$ cat src/rtl/booth_operand_queue.sv
// Operand staging queue in front of the Booth multiplier: buffers multiplicand/multiplier pairs.
// Latency: push-to-start 1 cycle on an empty queue with an idle multiplier; one job per (run time + 2) cycles.
// Backpressure: in_ready low while the queue is full, from the registered count only; launch waits on mult_ready.
//
// Ports:
//   clock, reset         rising-edge clock, asynchronous active-high reset
//   in_valid/in_ready    producer handshake; in_mcand/in_mplier carry the pair
//   mult_ready           multiplier idle indication
//   start                launch request (combinational, IDLE state only)
//   empty, count         occupancy of the queue
//   word1/word2          multiplicand/multiplier at the queue head
//   job_done             one-cycle pulse when the in-flight job completes
//   wdog_err             sticky watchdog error
//
// Optional feature: define BOOTH_OPQ_WDOG_EN to build a busy-cycle watchdog.
// Without it, wdog_err is constant 0 and the BUSY state waits indefinitely.

module booth_operand_queue #(
  parameter int L_WORD      = 4,
  parameter int DEPTH       = 4,
  parameter int WDOG_CYCLES = 64
) (
  input  logic                       clock,
  input  logic                       reset,
  input  logic                       in_valid,
  output logic                       in_ready,
  input  logic [L_WORD-1:0]          in_mcand,
  input  logic [L_WORD-1:0]          in_mplier,
  input  logic                       mult_ready,
  output logic                       start,
  output logic                       empty,
  output logic [L_WORD-1:0]          word1,
  output logic [L_WORD-1:0]          word2,
  output logic                       job_done,
  output logic [$clog2(DEPTH+1)-1:0] count,
  output logic                       wdog_err
);

  localparam int PW = $clog2(DEPTH);
  localparam int CW = $clog2(DEPTH+1);

  typedef enum logic {
    S_IDLE = 1'b0,
    S_BUSY = 1'b1
  } state_t;

  state_t            r_state;
  logic [PW-1:0]     r_wr_ptr;
  logic [PW-1:0]     r_rd_ptr;
  logic [CW-1:0]     r_count;
  logic [L_WORD-1:0] r_mem_mcand  [DEPTH];
  logic [L_WORD-1:0] r_mem_mplier [DEPTH];

  logic w_push;
  logic w_pop;
  logic w_in_ready;
  logic w_start;
  logic w_job_done;
  logic w_wdog_hit;

  // Full-queue acceptance depends only on the registered count, so a pop in
  // the same cycle does not open a slot for a push.
  assign w_in_ready = (r_count < CW'(DEPTH));
  assign w_push     = in_valid && w_in_ready;

  // Launch only from IDLE with something queued; a freshly pushed pair is
  // not visible in r_count until the next cycle.
  assign w_start    = (r_state == S_IDLE) && (r_count != '0) && mult_ready;
  assign w_pop      = w_start;
  assign w_job_done = (r_state == S_BUSY) && mult_ready;

  assign in_ready = w_in_ready;
  assign start    = w_start;
  assign empty    = (r_count == '0);
  assign count    = r_count;
  assign job_done = w_job_done;
  assign word1    = r_mem_mcand[r_rd_ptr];
  assign word2    = r_mem_mplier[r_rd_ptr];

  // Storage is cleared on reset so the head words read 0 afterwards.
  always_ff @(posedge clock or posedge reset) begin
    if (reset) begin
      for (int i = 0; i < DEPTH; i++) begin
        r_mem_mcand[i]  <= '0;
        r_mem_mplier[i] <= '0;
      end
    end else if (w_push) begin
      r_mem_mcand[r_wr_ptr]  <= in_mcand;
      r_mem_mplier[r_wr_ptr] <= in_mplier;
    end
  end

  // Pointers wrap naturally because DEPTH is a power of two.
  always_ff @(posedge clock or posedge reset) begin
    if (reset) begin
      r_wr_ptr <= '0;
      r_rd_ptr <= '0;
      r_count  <= '0;
    end else begin
      if (w_push) begin
        r_wr_ptr <= r_wr_ptr + PW'(1);
      end
      if (w_pop) begin
        r_rd_ptr <= r_rd_ptr + PW'(1);
      end
      case ({w_push, w_pop})
        2'b10:   r_count <= r_count + CW'(1);
        2'b01:   r_count <= r_count - CW'(1);
        default: r_count <= r_count;
      endcase
    end
  end

`ifdef BOOTH_OPQ_WDOG_EN
  localparam int WCW = $clog2(WDOG_CYCLES+1);

  logic [WCW-1:0] r_wdog_cnt;
  logic           r_wdog_err;

  // The counter holds k-1 during the k-th BUSY cycle, so the limit is hit in
  // BUSY cycle WDOG_CYCLES and the error is visible right after it.
  assign w_wdog_hit = (r_state == S_BUSY) && !mult_ready &&
                      (r_wdog_cnt == WCW'(WDOG_CYCLES-1));

  always_ff @(posedge clock or posedge reset) begin
    if (reset) begin
      r_wdog_cnt <= '0;
      r_wdog_err <= 1'b0;
    end else begin
      if (w_start) begin
        r_wdog_cnt <= '0;
      end else if ((r_state == S_BUSY) && !mult_ready) begin
        r_wdog_cnt <= r_wdog_cnt + WCW'(1);
      end
      if (w_wdog_hit) begin
        r_wdog_err <= 1'b1;
      end
    end
  end

  assign wdog_err = r_wdog_err;
`else
  assign w_wdog_hit = 1'b0;
  // The comparison keeps the limit parameter referenced; the result is always 0.
  assign wdog_err   = (WDOG_CYCLES < 0);
`endif

  // Reset abandons any in-flight job; returning to IDLE means no job_done for it.
  always_ff @(posedge clock or posedge reset) begin
    if (reset) begin
      r_state <= S_IDLE;
    end else begin
      case (r_state)
        S_IDLE: begin
          if (w_start) begin
            r_state <= S_BUSY;
          end
        end
        S_BUSY: begin
          if (mult_ready || w_wdog_hit) begin
            r_state <= S_IDLE;
          end
        end
        default: r_state <= S_IDLE;
      endcase
    end
  end

endmodule

$ cat config.mk
export PLATFORM = sky130hd
export DESIGN_NAME = booth_operand_queue
export DESIGN_NICKNAME = d
export VERILOG_FILES = /design/src/rtl/booth_operand_queue.sv
export SDC_FILE = /design/constraint.sdc
export NUM_CORES = 1
export LEC_CHECK = 0
export CAP_MARGIN = 30
export CORE_ASPECT_RATIO = 0.6
export CORE_MARGIN = 3
export CORE_UTILIZATION = 40
export CTS_BUF_LIST = sky130_fd_sc_hd__clkbuf_8
export DETAILED_ROUTE_END_ITERATION = 10
export RECOVER_POWER = 25
export SLEW_MARGIN = 15
export SYNTH_ARGS = -nofsm -noshare
export SYNTH_HDL_FRONTEND = slang
export SYNTH_SLANG_ARGS = --single-unit
export TNS_END_PERCENT = 30
$ cat constraint.sdc
create_clock -name clock -period 1.8 [get_ports clock]
set_input_delay 0.36 -clock clock [delete_from_list [all_inputs] [get_ports clock]]
set_output_delay 0.36 -clock clock [all_outputs]
set_load 0.005 [all_outputs]
==> flow_summary.yaml <==
run_status:
  status: "finished, violations left"
  violations: "negative setup slack"
clock_network:
  clk_latency_ns: 0.28
  cts_tree: "built"
  cts_buffers: 5
  htree_num_levels: 2
  cts_hold_buf: 0
  root_buffer: "clkbuf_8"
  cts_num_sinks: 40
  path_clk_slew_ns: 0.07
  clock_path_buffers: 2
worst_setup_path:
  endpoint_kind: "primary output"
  reg2reg_depth: 9
  setup.worst_path.class: "flip-flop to primary output"
  cp.arrival_ns: 1.55
  rrSetupSlack_ns: -0.01
  cp_max_fo: 7
  cp-start-kind: "flip-flop"
  crit_required_ns: 1.44
  reg2reg_to: "count[2]$_DFFE_PP0P_"
  timing.rr.start: "count[1]$_DFFE_PP0P_"
  startpoint: "r_rd_ptr[0]$_DFFE_PP0P_"
logic_synthesis:
  yosys_warnings: 0
  synth_area_um2: 2027
  avgSynthCellArea_um2: 16.89
  synth_nets: 138
  ys_seq_elements: 40
  yosysUniqueCellTypes: 24
  synth-seq-area-share_pct: 49.38
  synth_cells: 120
sta:
  timing.final.crit_share_pct: 106.0
  grt_setup_unrepaired: "true"
  drv_slew: 0
  skew_ns: 0.005151
  maxSlewHeadroom_pct: 34.01
  finalHoldViolCount: 0
  fin_setup_tns_ns: -0.5564
  fin_crit_ns: 1.908
  worstMarginPinSlew_ns: 0.9898
  clock.fmax_mhz: 524.1
  setup_ws_ns: -0.1079
  setup-violations-final: 9
cells_and_area:
  stdcell_area_um2: 2576
  mostFrequentLayoutCells: "dfrtp_1 (40), mux2_4 (32), clkdlybuf4s50_1 (13), buf_4 (12), inv_1 (9)"
  n_antenna_cell: 0
  drive_gt1_share_pct: 50.30
  nets: 186
  syn_to_final_growth_pct: 27.10
  final_common_cell: "dfrtp_1"
placement:
  hpwlAfterDp_um: 2670
  gp_congestion: 0.7283
  placed_area_um2: 2460
  io_buffers: 26
min_path:
  min_from: "r_mem_mcand[2]$_DFFE_PP0P_"
  hold-path-endpoint: "r_mem_mcand[2]$_DFFE_PP0P_"
  whs_path_depth: 1
  hold_class: "flip-flop to flip-flop"
power_and_ir_drop:
  p_leak_nw: 1.253
  p_per_area_nw_per_um2: 1832
  ir_worst_vdd_mv: 0.7889
routing:
  drtIter0Drc: 20
  drt-pass1-iter-count: 4
  vias: 1104
  remaining_drc_errors: 0
  ant_nets: 0
  vias_per_cell: 4.759
  drt-total-wl_um: 3889
  wl_per_cell_um: 16.76
floorplanning:
  start_util_pct: 42.85
  die_y_um: 61.14
  dieArea_um2: 5986
  die_x_um: 97.90
  ios: 28
  rows: 19
  core-area_um2: 4731
global_route:
  grt_max_degree: 41
  grt_overflow: 0
  track_usage_pct: 14.51
  antenna_found_initial: 0
  grt_pass1_wl_um: 6630
  grt_pass1_vias: 1287
job:
  cap_viol_max_count: 0
-- area by class of cell --
class	instances	area, µm²
Fill cell	386	2155
Timing Repair Buffer	45	397.9
Multi-Input combinational cell	67	970.9
Clock buffer	6	82.58
Sequential cell	40	1001
Tap cell	63	78.83
Inverter	9	33.78
Clock inverter	2	11.26
-- critical path, cell delays in order, from the launching register on --
cell	delay (ns)
dfrtp_1	0.39
buf_12	0.15
buf_6	0.10
mux4_2	0.50
buf_6	0.13
-- logic make-up (layout without fill, tap and decap cells) --
| logic type | Yosys count | count (layout) | synth area share, % |
|---|---|---|---|
| multiplexers | 41 | 41 | 33.09 |
| flip-flops | 40 | 40 | 49.38 |
| buffers and inverters | 13 | 62 | 3.827 |
| AND/OR/NAND/NOR | 11 | 11 | 6.235 |
| adder cells (fa/ha/maj) | 6 | 6 | 4.074 |
| XOR/XNOR | 6 | 6 | 2.593 |
| AO/OA/AOI/OAI | 2 | 2 | 0.6172 |
| other | 1 | 1 | 0.1850 |
-- repair_timing --
item | CTS | global route
setup endpoints to repair | 12 | 11
resized for setup | 37 | 5
setup buffers | 7 | 0
pin swaps | 3 | 0
-- worst max-delay path by stage --
stage / endpoint / cells past startpoint
finish: word1[0] / 4
global route: word1[0] / 4
CTS: word1[2] / 4
detailed placement: count[2]$_DFFE_PP0P_ / 9
global placement: count[2]$_DFFE_PP0P_ / 9
floorplan: count[2]$_DFFE_PP0P_ / 8
-- metrics by stage --
stage	setup WS, ns	std cells	util (%)	power (mW)	hold WS, ns
final	-0.1079	232	54.46	4.720	0.5086
after global routing	-0.1826	232	54.46	5.044	0.5317
after CTS	-0.1286	232	54.88	4.772	0.4381
after detailed placement	-0.2948	217	52.00	4.150	0.4916
after global placement	-0.2477	217	52.00	4.086	0.4878
after floorplan	0.01137	120	-	3.215	0.4759
-- flip-flops by register name (all words and copies together) (netlist names) --
name	count
r_mem_mcand	16
r_mem_mplier	16
count	3
r_rd_ptr	2
r_wr_ptr	2
r_state	1
-- routing by layer --
metal | track usage, % | wire length [µm]
met3 | 4.186 | 156
met1 | 19.43 | 1922
met4 | 3.550 | 19
met5 | 0 | 0
met2 | 23.98 | 1790
-- report_power, final --
| group | internal (mW) | switching [mW] |
|---|---|---|
| Clock | 0.306 | 0.297 |
| Sequential | 1.36 | 0.301 |
| Combinational | 1.59 | 0.863 |
| Total | 3.26 | 1.46 |
-- synthesized netlist by cell type (all sizes together) --
master,number,area [µm²]
a21o,1,7.510
and2,1,6.260
buf,3,38.79
clkbuf,1,5.000
conb,1,3.750
dfrtp,40,1001
fa,1,20.02
ha,5,62.56
inv,9,33.78
mux2,32,480.5
mux2i,1,10.01
mux4,8,180.2
nand2,5,83.83
nor2,1,3.750
nor2b,1,8.760
nor3,2,15.01
nor4b,1,8.760
o21ai,1,5.000
xnor2,3,26.28
xor2,3,26.28
(Power assumes the default switching activity.)
